File: src/rtl/seq_pattern_tx.sv
// Serial pattern transmitter: shifts a latched pattern out MSB-first, repeated
// `reps` times, with later occurrences skipping their leading `ovl` bits.
module seq_pattern_tx #(
  parameter int PAT_W = 4,
  parameter int CNT_W = 4
) (
  input  logic                       clk,
  input  logic                       rst_n,
  input  logic                       start,
  input  logic [PAT_W-1:0]           pattern,
  input  logic [CNT_W-1:0]           reps,
  input  logic [$clog2(PAT_W)-1:0]   ovl,
  output logic                       x,
  output logic                       x_valid,
  output logic                       busy,
  output logic                       done
);

  // state  | meaning
  // IDLE   | waiting for start
  // FIRST  | sending the first, full-length occurrence
  // REPEAT | sending trimmed occurrences (PAT_W-ovl bits each)
  // DONE   | one-cycle done pulse, then back to IDLE
  localparam int IW = $clog2(PAT_W);
  localparam logic [1:0] S_IDLE   = 2'd0;
  localparam logic [1:0] S_FIRST  = 2'd1;
  localparam logic [1:0] S_REPEAT = 2'd2;
  localparam logic [1:0] S_DONE   = 2'd3;

  localparam logic [IW-1:0]    IDX_MAX = IW'(PAT_W - 1);
  localparam logic [IW-1:0]    IDX_ONE = IW'(1);
  localparam logic [CNT_W-1:0] CNT_ONE = CNT_W'(1);

  logic [1:0]       state_q, state_d;
  logic [IW-1:0]    idx_q, idx_d;
  logic [CNT_W-1:0] rem_q, rem_d;
  logic [PAT_W-1:0] pat_q, pat_d;
  logic [IW-1:0]    ovl_q, ovl_d;
  logic             x_q, x_d;
  logic             xv_q, xv_d;
  logic             busy_q, busy_d;
  logic             done_q, done_d;

  // Outputs are computed one cycle ahead so that every output is a flop.
  always_comb begin
    state_d = state_q;
    idx_d   = idx_q;
    rem_d   = rem_q;
    pat_d   = pat_q;
    ovl_d   = ovl_q;
    x_d     = 1'b0;
    xv_d    = 1'b0;
    busy_d  = 1'b0;
    done_d  = 1'b0;
    case (state_q)
      S_IDLE: begin
        if (start) begin
          pat_d = pattern;
          ovl_d = ovl;
          if (reps == '0) begin
            state_d = S_DONE;
            done_d  = 1'b1;
          end else begin
            state_d = S_FIRST;
            idx_d   = IDX_MAX;
            rem_d   = reps - CNT_ONE;
            x_d     = pattern[PAT_W-1];
            xv_d    = 1'b1;
            busy_d  = 1'b1;
          end
        end
      end
      S_FIRST, S_REPEAT: begin
        if (idx_q != '0) begin
          idx_d  = idx_q - IDX_ONE;
          x_d    = pat_q[idx_d];
          xv_d   = 1'b1;
          busy_d = 1'b1;
        end else if (rem_q == '0) begin
          state_d = S_DONE;
          done_d  = 1'b1;
        end else begin
          // Next occurrence starts past the overlapped prefix.
          state_d = S_REPEAT;
          idx_d   = IDX_MAX - ovl_q;
          rem_d   = rem_q - CNT_ONE;
          x_d     = pat_q[idx_d];
          xv_d    = 1'b1;
          busy_d  = 1'b1;
        end
      end
      S_DONE: state_d = S_IDLE;
      default: state_d = S_IDLE;
    endcase
  end

  always_ff @(posedge clk or negedge rst_n) begin
    if (!rst_n) begin
      state_q <= S_IDLE;
      idx_q   <= '0;
      rem_q   <= '0;
      pat_q   <= '0;
      ovl_q   <= '0;
      x_q     <= 1'b0;
      xv_q    <= 1'b0;
      busy_q  <= 1'b0;
      done_q  <= 1'b0;
    end else begin
      state_q <= state_d;
      idx_q   <= idx_d;
      rem_q   <= rem_d;
      pat_q   <= pat_d;
      ovl_q   <= ovl_d;
      x_q     <= x_d;
      xv_q    <= xv_d;
      busy_q  <= busy_d;
      done_q  <= done_d;
    end
  end

  assign x       = x_q;
  assign x_valid = xv_q;
  assign busy    = busy_q;
  assign done    = done_q;

endmodule

File: config.mk
export PLATFORM = sky130hd
export DESIGN_NAME = seq_pattern_tx
export DESIGN_NICKNAME = d
export VERILOG_FILES = /design/src/rtl/seq_pattern_tx.sv
export SDC_FILE = /design/constraint.sdc
export NUM_CORES = 1
export LEC_CHECK = 0
export ABC_CLOCK_PERIOD_IN_PS = 1920
export BUFFER_PORTS_ARGS = -buffer_cell sky130_fd_sc_hd__buf_2
export CAP_MARGIN = 20
export CORE_MARGIN = 1
export CORE_UTILIZATION = 32
export CTS_BUF_LIST = sky130_fd_sc_hd__clkbuf_16
export DETAILED_ROUTE_END_ITERATION = 6
export PLACE_DENSITY = 0.57
export SLEW_MARGIN = 20
export SYNTH_ARGS = -nofsm -noshare
export SYNTH_HDL_FRONTEND = slang
export SYNTH_SLANG_ARGS = --single-unit
export TNS_END_PERCENT = 100
File: constraint.sdc
create_clock -name clk -period 1.92 [get_ports clk]
set_input_delay 0.096 -clock clk [delete_from_list [all_inputs] [get_ports clk]]
set_output_delay 0.096 -clock clk [all_outputs]
set_load 0.02 [all_outputs]
* Word-level counts from Yosys, hierarchy flattened
Cells that the tools add are included.
Word-level totals: bits of input ports 13, bits in registers 17, bits in latches 0, word-level logic and storage cells 66, output and inout port bits 4, memories kept 0, ROM bits 0, RAM bits 0
Operators by class: $mul 0, add/subtract/negate cells 4, reductions and logical operators 10, magnitude comparators 2, div/mod/pow operators 0, shifts and indexed selects 0, bitwise logic cells 0, muxes and demuxes 34, eq/ne operators 8
Operators by type and width (number):
- 2-to-1 mux 4 bit | 4
- 2-to-1 mux 1 bit | 15
- 2-to-1 mux 2 bit | 7
- zero test 4 bit | 2
- inequality test 2 bit, second input constant | 4
- case mux 4 bit (2 select lines) | 1
- subtractor 4 x 1 -> 4 bit, second input constant | 2
- less-than comparator 2 x 3 -> 1 bit, second input constant | 2
- case mux 1 bit (2 select lines) | 3
- case mux 2 bit (3 select lines) | 1
- AND reduction 5 bit | 1
- binary-select mux 1 bit (select 2 bit) | 2
- == test 2 bit, second input constant | 2
- case mux 2 bit (2 select lines) | 1
- AND reduction 2 bit | 2
- AND reduction 4 bit | 1
- nonzero test 2 bit | 2
- inequality test 3 bit, second input constant | 1
- == test 2 x 1 -> 1 bit, second input constant | 1
- zero test 2 bit | 1
- OR reduction 2 bit | 1
- subtractor 2 x 1 -> 2 bit, second input constant | 1
- subtractor 2 bit, first input constant | 1

* Logic depth before layout (Yosys ltp)
depth in word-level cells 6, gate-level depth with buffers 9, depth with buffers taken out 8

* Worst setup path after synthesis
OpenSTA, ideal clock, no wires.
kind register to register, start point register state_q[1], end point register rem_q[2], setup slack 68 ps, period minus slack after synthesis 1852 ps, arrival time 1719 ps, setup time 133 ps, path buffers 1, required time 1787 ps, stages on the path, launching flop included 10, cells stage by stage dfrtp_1 > inv_1 > ha_1 > buf_2 > mux2i_1 > ha_1 > xnor2_1 > nor2_1 > mux2i_1 > o211ai_1
On the way: cells in the longest elaborated chain, start to end 4, elaborated cells on any way between the ends 11, those cells by class 6 x eq/ne; 1 x mux; 4 x reduce/logical
RTL lines:
- start: declaration | RTL line 34 | logic [1:0] state_q, state_d;
- start signal: assignment | RTL line 109 | state_q <= state_d;
- == test 2 x 1 -> 1 bit / == test 2 bit (equally long branches) | RTL line 55 | case (state_q)
- OR reduction 2 bit | RTL line 55
- inequality test 2 bit (no line) / nonzero test 2 bit (equally long branches)
- AND reduction 5 bit (no line)
- end signal: assignment | RTL line 111 | rem_q <= rem_d;
- end: declaration | RTL line 36 | logic [CNT_W-1:0] rem_q, rem_d;
Several ways; a longest one is shown, not always the timed one. A chain may end at the register's enable or synchronous reset.

* Worst setup path after layout
start point register state_q[1], end point register rem_q[0]
The elaborated chain is that of the path after synthesis.

==> reports/qor.csv <==
metric,value,unit
leakage,0.6214,nW
power_density,2041,mW/mm^2
synth_flop_cell,dfrtp_1,
synth_xor_area_share,1.733,%
irDropWorstVdd,0.7211,mV
clock-root-buffer,clkbuf_16,
post-place-ws,-0.1455,ns
ys_types,36,
cp_max_fo,8,
grt_pass1_wl,3650,microns
synth-seq-cells,17,
hp-class,in2reg,
synth_common_cells,"dfrtp_1, mux2_2, inv_1, nand2_1, nor2_1",
grt_overflow_total,0,
netlist_instances,89,
grt_max_degree,18,
critPathLaunch,state_q[1],
finalSetupViolCount,0,
drv_slew,0,
max_stage_delay,0.39,ns
fp.dieH,58.21,microns
tightest_slew,0.4208,ns
dpl.hpwl,1611,microns
synthArstFlopShare,100.0,%
worst_ep_required_time,2.05,ns
worstSetupEndpoint,rem_q[0],
fin_crit_sh,97.56,%
netlist_area,0.001011,sq mm
synth_compound_area_share,12.87,%
gp_congestion,0.8383,
cts_tree,done,
drc_errors,0,
core_area,0.003028,sq mm
clock_path_buffers,2,
clock_sinks,17,
io_buffers,16,
globalRouteTotalUtil,14.73,%
die_x,58.21,microns
hold_viol_final,0,
synth_top_cell_area_share,42.08,%
r2r-end,rem_q[0],
worst_r2r_startpoint,state_q[1],
crit_path_end_kind,flop,
ff2ff_setup_slack,0.05,ns
skew,0.002109,ns
tns,0,ns
synth_top_family_by_area,multiplexers,
syn_nets,107,
synth-adder-area-share,6.188,%
path_buf_inv,2,
crit_arrival,2.01,ns
numCtsBuffers,3,
num_vias,818,
status,finished clean,
synth_most_common_cell,dfrtp_1,
antenna_found_initial,0,
synth_warnings,0,
crit_chain,"inv_2, ha_4, nor2b_2, a2111oi_4, buf_4, nand2_2, mux2_4",
cpMaxStageDelayCell,dfrtp_1,
slew_headroom,71.74,%
wire_per_inst,12.58,microns
synth_top_area_cell,dfrtp_1,
reg2reg_depth,7,
grt_setup_unrepaired,true,
path_depth,7,
clk_pin_slew,0.05,ns
syn2layout_area_growth,39.48,%
muxShareOfSynthArea,17.70,%
grt_pass1_vias,836,
insertion_delay,0.25,ns
cap_violations,0,
drt_pre_antenna_iters,2,
initial_core_util,33.39,%
yosys.area_share.simple,15.97,%
worst_slack,0.04680,ns
synth.area.top_cells,"dfrtp_1, mux2_2, ha_1",
io_pins,17,
synth-edff-count,0,
antenna_cells,0,
crit_type,reg2reg,
routed_wl,2113,microns
layout.nets,143,
p_total,2.879,mW
antenna_left,0,
vias_per_cell,4.869,
syn_avg_cell_area,11.36,sq um
crit_family,flip-flops,
rows,20,
die_area,0.003388,sq mm
drive_above_1_share,47.58,%
drt_iter0_drc,19,
max_freq,0.5338,GHz
period_needed,1.873,ns
cp-start-kind,flop,
yosysSeqAreaShare,42.08,%
htree_levels,1,
-- cell type report --
cell class	count	area, sq um
Clock inverter	1	7.507
Tap cell	44	55.05
Fill cell	281	1618
Clock buffer	3	75.07
Multi-Input combinational cell	64	610.6
Inverter	6	22.52
Timing Repair Buffer	33	214.0
Sequential cell	17	425.4
-- timing repair --
item                                    CTS  global route
hold buffers                              1             0
pin swaps                                 1             3
hold endpoints to repair                 17             0
setup buffers                             0             3
gates resized for setup                   3            10
endpoints found under the setup margin    4             4
-- where the power goes --
part	total, mW	leakage (nW)	internal (mW)	switching (mW)
Sequential	0.681	0.202	0.536	0.145
Clock	0.424	0.0371	0.281	0.143
Combinational	1.77	0.383	1.01	0.759
-- state kept, by name, indices dropped and copies added (netlist names) --
signal and cells:
ovl_q 2, idx_q 2, done 1, state_q 2, x 1, busy 1, pat_q 4, rem_q 4
-- cells by family after synthesis --
kind of cell    after synthesis
compound gates               16
xor+xnor                      2
fa+ha+maj                     5
buf+inv                       8
flops                        17
mux                          14
simple gates                 27
-- worst reg2reg max path: stages (launching register included) --
cell and delay (ns):
dfrtp_1 0.39, inv_2 0.09, ha_4 0.24, nor2b_2 0.18, a2111oi_4 0.30, buf_4 0.20
nand2_2 0.07, mux2_4 0.30
-- layout by cell type, fill, tap and decap left out, types with 2 or more instances in the layout --
master / synthesis / layout
buf_2: 1 / 16
a21oi_1: 4 / 4
buf_4: 1 / 15
dfrtp_1: 17 / 17
ha_4: 0 / 2
mux4_2: 2 / 2
nand3_1: 2 / 2
mux2_2: 7 / 7
ha_1: 5 / 3
inv_2: 0 / 2
mux2i_4: 0 / 2
mux2i_1: 4 / 2
o21ai_0: 3 / 3
clkbuf_16: 0 / 3
nor2_1: 6 / 6
nand2_1: 6 / 6
inv_1: 6 / 4
-- per-layer routing --
metal	vias up	track usage, %	wire (microns)
li1	399	-	-
met4	0	4.082	22
met2	15	24.79	1023
met1	400	18.14	995
met3	4	4.688	72
met5	-	0	0
-- metrics by stage --
stage	cells	util, %	hold WS (ns)	instance area, sq um
2_1_floorplan	89	-	-0.1996	1011
3_5_place_dp	160	40.66	0.04893	1231
3_3_place_gp	160	40.66	0.04178	1231
4_1_cts	165	44.21	0.07341	1339
5_1_grt	168	46.57	0.07960	1410
6_report	168	46.57	0.07693	1410
-- how the worst min path moves through the flow --
| stage | startpoint | depth (start not counted) | slack (ns) | to |
|---|---|---|---|---|
| 3_3_place_gp | rst_n | 1 | 0.04 | rem_q[2] |
| 5_1_grt | ovl[0] | 2 | 0.08 | ovl_q[0] |
| 2_1_floorplan | rst_n | 0 | -0.20 | busy |
| 6_report | ovl[0] | 2 | 0.08 | ovl_q[0] |
| 4_1_cts | ovl[0] | 2 | 0.07 | ovl_q[0] |
| 3_5_place_dp | rst_n | 1 | 0.05 | state_q[1] |
(Power assumes the default switching activity.)
